--- src/rtl/control_sequencer_if.sv ---
// rtl/control_sequencer_if.sv - CPU control bus between the microcoded sequencer and the datapath
interface control_sequencer_if;
    logic [3:0] opcode;
    logic       zero;
    logic       carry;
    logic [2:0] step;
    logic       halt;
    logic       addressWEN;
    logic       ramWEN;
    logic       ramREN;
    logic       iWEN;
    logic       iREN;
    logic       aWEN;
    logic       aREN;
    logic       aluREN;
    logic       sub;
    logic       bWEN;
    logic       outputWEN;
    logic       pcEN;
    logic       pcREN;
    logic       jump;
    logic       flagWEN;

    modport master (
        input  opcode, zero, carry,
        output step, halt, addressWEN, ramWEN, ramREN, iWEN, iREN, aWEN, aREN,
               aluREN, sub, bWEN, outputWEN, pcEN, pcREN, jump, flagWEN
    );

    modport slave (
        output opcode, zero, carry,
        input  step, halt, addressWEN, ramWEN, ramREN, iWEN, iREN, aWEN, aREN,
               aluREN, sub, bWEN, outputWEN, pcEN, pcREN, jump, flagWEN
    );
endinterface

--- src/rtl/control_sequencer.sv ---
// rtl/control_sequencer.sv - microcoded T-state sequencer driving the CPU control bus
module control_sequencer #(
    parameter int NSTEPS    = 5,
    parameter bit EARLY_END = 1'b1
) (
    input  logic                CLK,
    input  logic                RST,
    control_sequencer_if.master bus
);
    localparam int SW = $clog2(NSTEPS);

    localparam logic [SW-1:0] T0    = SW'(0);
    localparam logic [SW-1:0] T1    = SW'(1);
    localparam logic [SW-1:0] T2    = SW'(2);
    localparam logic [SW-1:0] T3    = SW'(3);
    localparam logic [SW-1:0] T4    = SW'(4);
    localparam logic [SW-1:0] TLAST = SW'(NSTEPS - 1);

    typedef enum logic [3:0] {
        OP_NOP = 4'h0, OP_LDA = 4'h1, OP_ADD = 4'h2, OP_SUB = 4'h3,
        OP_STA = 4'h4, OP_LDI = 4'h5, OP_JMP = 4'h6, OP_JC  = 4'h7,
        OP_JZ  = 4'h8, OP_OUT = 4'hE, OP_HLT = 4'hF
    } opcode_t;

    logic [SW-1:0] stepR;
    logic          haltR;
    logic [SW-1:0] lastStep;
    opcode_t       op;

    assign op       = opcode_t'(bus.opcode);
    assign bus.step = 3'(stepR);

    always_comb begin
        lastStep = T2;
        case (op)
            OP_LDA, OP_STA: lastStep = T3;
            OP_ADD, OP_SUB: lastStep = T4;
            default:        lastStep = T2;
        endcase
    end

    // Once halted the counter freezes; only reset brings the sequencer back.
    always_ff @(posedge CLK or posedge RST) begin
        if (RST) begin
            stepR <= T0;
            haltR <= 1'b0;
        end else if (!haltR) begin
            if (stepR == T2 && op == OP_HLT)
                haltR <= 1'b1;
            else if (EARLY_END && stepR == lastStep)
                stepR <= T0;
            else if (stepR == TLAST)
                stepR <= T0;
            else
                stepR <= stepR + SW'(1);
        end
    end

    always_comb begin
        bus.halt       = 1'b0;
        bus.addressWEN = 1'b0;
        bus.ramWEN     = 1'b0;
        bus.ramREN     = 1'b0;
        bus.iWEN       = 1'b0;
        bus.iREN       = 1'b0;
        bus.aWEN       = 1'b0;
        bus.aREN       = 1'b0;
        bus.aluREN     = 1'b0;
        bus.sub        = 1'b0;
        bus.bWEN       = 1'b0;
        bus.outputWEN  = 1'b0;
        bus.pcEN       = 1'b0;
        bus.pcREN      = 1'b0;
        bus.jump       = 1'b0;
        bus.flagWEN    = 1'b0;
        if (!RST) begin
            if (haltR) begin
                bus.halt = 1'b1;
            end else begin
                case (stepR)
                    T0: begin
                        bus.pcREN      = 1'b1;
                        bus.addressWEN = 1'b1;
                    end
                    T1: begin
                        bus.ramREN = 1'b1;
                        bus.iWEN   = 1'b1;
                        bus.pcEN   = 1'b1;
                    end
                    T2: begin
                        case (op)
                            OP_LDA, OP_ADD, OP_SUB, OP_STA: begin
                                bus.iREN       = 1'b1;
                                bus.addressWEN = 1'b1;
                            end
                            OP_LDI: begin
                                bus.iREN = 1'b1;
                                bus.aWEN = 1'b1;
                            end
                            OP_JMP: begin
                                bus.iREN = 1'b1;
                                bus.jump = 1'b1;
                            end
                            // Conditional jumps look at the flags only in this step.
                            OP_JC: begin
                                bus.iREN = bus.carry;
                                bus.jump = bus.carry;
                            end
                            OP_JZ: begin
                                bus.iREN = bus.zero;
                                bus.jump = bus.zero;
                            end
                            OP_OUT: begin
                                bus.aREN      = 1'b1;
                                bus.outputWEN = 1'b1;
                            end
                            OP_HLT:  bus.halt = 1'b1;
                            default: ;
                        endcase
                    end
                    T3: begin
                        case (op)
                            OP_LDA: begin
                                bus.ramREN = 1'b1;
                                bus.aWEN   = 1'b1;
                            end
                            OP_ADD, OP_SUB: begin
                                bus.ramREN = 1'b1;
                                bus.bWEN   = 1'b1;
                                bus.sub    = (op == OP_SUB);
                            end
                            OP_STA: begin
                                bus.aREN   = 1'b1;
                                bus.ramWEN = 1'b1;
                            end
                            default: ;
                        endcase
                    end
                    T4: begin
                        if (op == OP_ADD || op == OP_SUB) begin
                            bus.aluREN  = 1'b1;
                            bus.aWEN    = 1'b1;
                            bus.flagWEN = 1'b1;
                            bus.sub     = (op == OP_SUB);
                        end
                    end
                    default: ;
                endcase
            end
        end
    end

    a_oneReader: assert property (@(posedge CLK) disable iff (RST)
        $onehot0({bus.ramREN, bus.iREN, bus.aREN, bus.aluREN, bus.pcREN}));
    a_ramRw: assert property (@(posedge CLK) disable iff (RST)
        !(bus.ramWEN && bus.ramREN));
    a_jumpPc: assert property (@(posedge CLK) disable iff (RST)
        !(bus.jump && bus.pcEN));
endmodule

--- src/flat_wrapper.sv ---
// flat-port wrapper written by rule: the top's interface ports become plain ports
module control_sequencer_flat 
#(
    parameter int NSTEPS    = 5,
    parameter bit EARLY_END = 1'b1
)
  (CLK, RST, bus_opcode, bus_zero, bus_carry, bus_step, bus_halt, bus_addressWEN, bus_ramWEN, bus_ramREN, bus_iWEN, bus_iREN, bus_aWEN, bus_aREN, bus_aluREN, bus_sub, bus_bWEN, bus_outputWEN, bus_pcEN, bus_pcREN, bus_jump, bus_flagWEN);
  control_sequencer_if bus_i ();
  input  logic CLK;
  input  logic RST;
  input wire logic [$bits(bus_i.opcode)-1:0] bus_opcode;
  input wire logic [$bits(bus_i.zero)-1:0] bus_zero;
  input wire logic [$bits(bus_i.carry)-1:0] bus_carry;
  output wire logic [$bits(bus_i.step)-1:0] bus_step;
  output wire logic [$bits(bus_i.halt)-1:0] bus_halt;
  output wire logic [$bits(bus_i.addressWEN)-1:0] bus_addressWEN;
  output wire logic [$bits(bus_i.ramWEN)-1:0] bus_ramWEN;
  output wire logic [$bits(bus_i.ramREN)-1:0] bus_ramREN;
  output wire logic [$bits(bus_i.iWEN)-1:0] bus_iWEN;
  output wire logic [$bits(bus_i.iREN)-1:0] bus_iREN;
  output wire logic [$bits(bus_i.aWEN)-1:0] bus_aWEN;
  output wire logic [$bits(bus_i.aREN)-1:0] bus_aREN;
  output wire logic [$bits(bus_i.aluREN)-1:0] bus_aluREN;
  output wire logic [$bits(bus_i.sub)-1:0] bus_sub;
  output wire logic [$bits(bus_i.bWEN)-1:0] bus_bWEN;
  output wire logic [$bits(bus_i.outputWEN)-1:0] bus_outputWEN;
  output wire logic [$bits(bus_i.pcEN)-1:0] bus_pcEN;
  output wire logic [$bits(bus_i.pcREN)-1:0] bus_pcREN;
  output wire logic [$bits(bus_i.jump)-1:0] bus_jump;
  output wire logic [$bits(bus_i.flagWEN)-1:0] bus_flagWEN;
  assign bus_i.opcode = bus_opcode;
  assign bus_i.zero = bus_zero;
  assign bus_i.carry = bus_carry;
  assign bus_step = bus_i.step;
  assign bus_halt = bus_i.halt;
  assign bus_addressWEN = bus_i.addressWEN;
  assign bus_ramWEN = bus_i.ramWEN;
  assign bus_ramREN = bus_i.ramREN;
  assign bus_iWEN = bus_i.iWEN;
  assign bus_iREN = bus_i.iREN;
  assign bus_aWEN = bus_i.aWEN;
  assign bus_aREN = bus_i.aREN;
  assign bus_aluREN = bus_i.aluREN;
  assign bus_sub = bus_i.sub;
  assign bus_bWEN = bus_i.bWEN;
  assign bus_outputWEN = bus_i.outputWEN;
  assign bus_pcEN = bus_i.pcEN;
  assign bus_pcREN = bus_i.pcREN;
  assign bus_jump = bus_i.jump;
  assign bus_flagWEN = bus_i.flagWEN;
  control_sequencer #(.NSTEPS(NSTEPS), .EARLY_END(EARLY_END)) u_core (.CLK(CLK), .RST(RST), .bus(bus_i));
endmodule
--- config.mk ---
export PLATFORM = sky130hd
export DESIGN_NAME = control_sequencer_flat
export DESIGN_NICKNAME = d
export VERILOG_FILES = /design/src/rtl/control_sequencer_if.sv /design/src/rtl/control_sequencer.sv /design/src/flat_wrapper.sv
export SDC_FILE = /design/constraint.sdc
export NUM_CORES = 1
export LEC_CHECK = 0
export ABC_CLOCK_PERIOD_IN_PS = 4300
export BUFFER_PORTS_ARGS = -buffer_cell sky130_fd_sc_hd__buf_2
export CORE_AREA = 2 2 39 41
export CTS_CLUSTER_SIZE = 20
export DETAILED_ROUTE_END_ITERATION = 6
export DIE_AREA = 0 0 41 43
export MAX_ROUTING_LAYER = met4
export PLACE_DENSITY = 0.86
export RECOVER_POWER = 25
export SLEW_MARGIN = 15
export SYNTH_ARGS = -nofsm -noshare
export SYNTH_HDL_FRONTEND = slang
export SYNTH_SLANG_ARGS = --single-unit
--- constraint.sdc ---
create_clock -name CLK -period 4.3 [get_ports CLK]
set_input_delay 0.215 -clock CLK [delete_from_list [all_inputs] [get_ports CLK]]
set_output_delay 0.215 -clock CLK [all_outputs]
set_load 0.005 [all_outputs]
==> flow_results.org <==
** Detailed routing
- Post-DRT Antenna Nets :: 0
- The routed design has 1460 microns of wire.
- Drt first pass iters :: 4
- After detailed routing, the average wire length per cell comes to 12.5 microns.
- For this run, design rule violations remaining after detail routing come to 0.
- Via-per-instance ratio :: 5.38
- The routed layout has 629 vias.
- Iter 0 DRT Violations :: 9

** Pwr
- Clock network fraction of design power :: 14.0%
- IR Drop Worst-Case VDD :: 0.235 mV
- Power per cell area :: 460 nW/um^2
- Leak Pwr :: 0.366 nW
- Share of power burned in registers :: 26.9%
- Of the total power, combinational logic draws 59.0%.
- Total net switching power :: 0.155 mW
- Internal power :: 0.180 mW
- In this run switching power makes up 46.2% of total power.

** Yosys
- The synthesized netlist contains 35 unique library cells.
- Synthesis produced a netlist with a net count of 91.
- Synthesis inferred 4 register bits.
- Sequential element share of the synthesized area :: 16.7%
- Avg Inst Size Synth :: 7.70 sq um
- Synthesized instance count :: 78
- The Yosys step of the flow raised 0 warnings.
- Post-synth design cell area :: 601 sq um

** Global route
- Total congestion overflow :: 0
- Entering global routing, the biggest net connects 13 pins.
- Overall Global Routing Usage :: 16.1%
- The first global-routing pass estimated 1940 microns of wire.
- Number of antenna violations at the first check in global routing :: 0
- Number of global-route vias before repair :: 482

** Die
- For this configuration, the core starts out at a cell density of 43.4%.
- From left edge to right edge, the die measures 41 microns.
- The floorplan has 14 rows.
- Io pins :: 27
- Die height :: 43 microns
- Die Outline Area :: 1760 sq um
- The total area inside the core boundary comes to 1380 sq um.

** Place
- In this run the tool buffered the top-level ports with 26 buffer cells.
- Pre-CTS setup slack :: 2.38 ns
- The wire-length estimate of the detail-placed layout is 1120 microns.
- Global placement routability congestion :: 0.831
- Cell total after placement :: 113

** CTS
- The clock reaches the later pin of the worst-skew pair after 0.23 ns.
- In this run the number of H-tree levels came out at 1.
- Number of clock sinks seen by CTS :: 4
- TritonCTS built the clock tree.
- Setup bufs post-CTS :: 0
- After clock tree synthesis, the clock-pin slew on the worst setup and hold paths is 0.04 ns.
- Clock buffer count from CTS :: 3
- Clk root buf :: clkbuf_4
- Number of buffers on the longest clock path :: 2

** Final layout
- Highest-count cells in the layout ignoring fill and taps :: 24 x buf_2, 10 x nand2_1, 7 x inv_1
- Area growth from synthesis to layout :: 21.2%
- The repair_antennas step left the layout with diodes totalling 0.
- Share of the core filled with cells :: 52.6%
- For this run, the number of standard cells in the final layout without fillers is 117.
- The post-route netlist has 31.7% of its cells at a drive strength greater than 1.
- The library cell used most frequently in the layout, excluding fill and tap cells, is buf_2.
- In the final design database the tool counted 116 nets.

** Hold path
- Worst hold path class :: primary input to flop
- Count of cells along the worst hold path :: 2

** STA
- The number of endpoints with negative hold slack in the final report came to 0.
- The worst pin sits at a relative slew slack of 77.4%.
- Setup repair after global routing left no endpoint under its margin.
- The final max-slew violation count is 0.
- Clock skew on the completed layout was measured at 0.00446 ns.
- Setup violations remaining at the end of the flow were counted as 0.
- Tightest Pin Transition :: 0.336 ns
- Adding up every negative setup slack in the final design gives 0 ns.
- Based on the critical path, the design can be clocked at up to 483 MHz.
- Minimum setup slack in the final design :: 2.23 ns
- The routed design could run at a clock period as short as 2.07 ns.
- In the finished design, the share of the clock period the worst path needs comes to 48.2%.

** Setup path
- Data arrives at the worst endpoint at 1.86 ns.
- Nature of the critical path startpoint :: flop
- Data on the critical path is required at its endpoint by 4.09 ns.
- For the worst flop-to-flop path, the logic depth is 6.
- Along the worst path, the maximum fanout reaches 7.
- STA classifies the critical path endpoint as a primary output.
- Class of the most critical setup path :: flop to primary output

** Job
- Reported max-cap violation count :: 0

** Run status
- Run status :: completed
## routing by layer
metal / wire length (microns) / GRT usage [%] / vias to the layer above
met5: 0 / - / -
met2: 737 / 26.6 / 24
met3: 82 / 3.14 / 0
met4: 0 / 2.00 / 0
li1: - / - / 323
met1: 640 / 20.3 / 282
## final timing paths
kind	slack, ns	from	end
min in group asynchronous	0.48	RST	u_core.bus.step[2]
min reg2reg	0.62	u_core.bus.step[1]	u_core.bus.step[1]
max reg2reg	2.36	u_core.bus.step[0]	u_core.bus.step[0]
max	2.23	u_core.bus.step[0]	bus_aREN
min	0.42	bus_opcode[0]	u_core.haltR
max in group asynchronous	3.66	RST	u_core.bus.step[0]
## flip-flops by register name (all words and copies together) (netlist names)
| name | flops |
|---|---|
| u_core.bus.step | 3 |
| u_core.haltR | 1 |
## critical path, cell delays in order, from the launching register on
cell and delay, ns:
dfrtp_1 0.45, inv_1 0.15, ha_1 0.18, nor2b_1 0.30, nand4_1 0.14, o31a_1 0.12
nor3b_1 0.16, buf_2 0.14
## final cells by class
class | instances | area (sq um)
fill | 147 | 656
multi-input combinational | 60 | 422
timing repair buffer | 27 | 138
sequential | 4 | 100
inverter | 7 | 26.3
clock buffer | 3 | 22.5
tap | 16 | 20.0
## cell usage after synthesis (all sizes together)
master / n / share of area [%]
and4b: 1 / 2.3
nor2: 5 / 3.1
or3: 1 / 1.0
ha: 5 / 10
o21ai: 3 / 2.5
a31oi: 1 / 1.0
and2: 4 / 4.2
or4: 2 / 2.5
xor2: 1 / 1.5
nand2: 10 / 6.3
nor4: 4 / 5.2
and3: 1 / 1.9
inv: 7 / 4.4
o22ai: 1 / 1.0
nand3: 2 / 1.7
o31a: 1 / 1.5
or3b: 1 / 1.5
nand4: 1 / 1.0
dfrtp: 4 / 17
nand4b: 1 / 1.5
o311ai: 1 / 1.5
nor3: 2 / 1.7
nor3b: 1 / 1.3
o41ai: 2 / 4.2
nor2b: 3 / 3.1
a21oi: 3 / 2.5
buf: 7 / 8.7
mux2i: 1 / 1.7
xnor2: 1 / 1.5
a31o: 1 / 2.9
## power by group through the flow
stage	Sequential, mW	Combinational, mW	Clock [mW]
after floorplan	0.0832	0.146	0
after global placement	0.0855	0.196	0
after detailed placement	0.0883	0.199	0
after CTS	0.0889	0.201	0.0495
after global routing	0.0925	0.221	0.0521
final	0.0903	0.198	0.0471
## per-stage QoR
stage	cell area (sq um)	power, mW	hold slack [ns]
3_3_place_gp	698	0.281	0.144
4_1_cts	731	0.340	0.415
2_1_floorplan	601	0.229	-0.0138
5_1_grt	728	0.365	0.431
3_5_place_dp	698	0.287	0.151
6_report	728	0.335	0.418
## repair_timing
action | in CTS | in global routing
gates resized for setup | 0 | 0
hold buffers | 1 | 0
hold endpoints to repair | 4 | 0
## kinds of logic (layout without fill, tap and decap cells)
kind of cell	after synthesis	count (layout)	share of synthesized area, %
flip-flops	4	4	16.7
buffers and inverters	14	37	13.1
AND/OR/NAND/NOR	39	39	38.1
AO/OA/AOI/OAI	13	13	17.1
adder cells (fa/ha/maj)	5	5	10.4
XOR/XNOR	2	2	2.92
multiplexers	1	1	1.67
No activity file was read; power rests on OpenSTA's default activity.
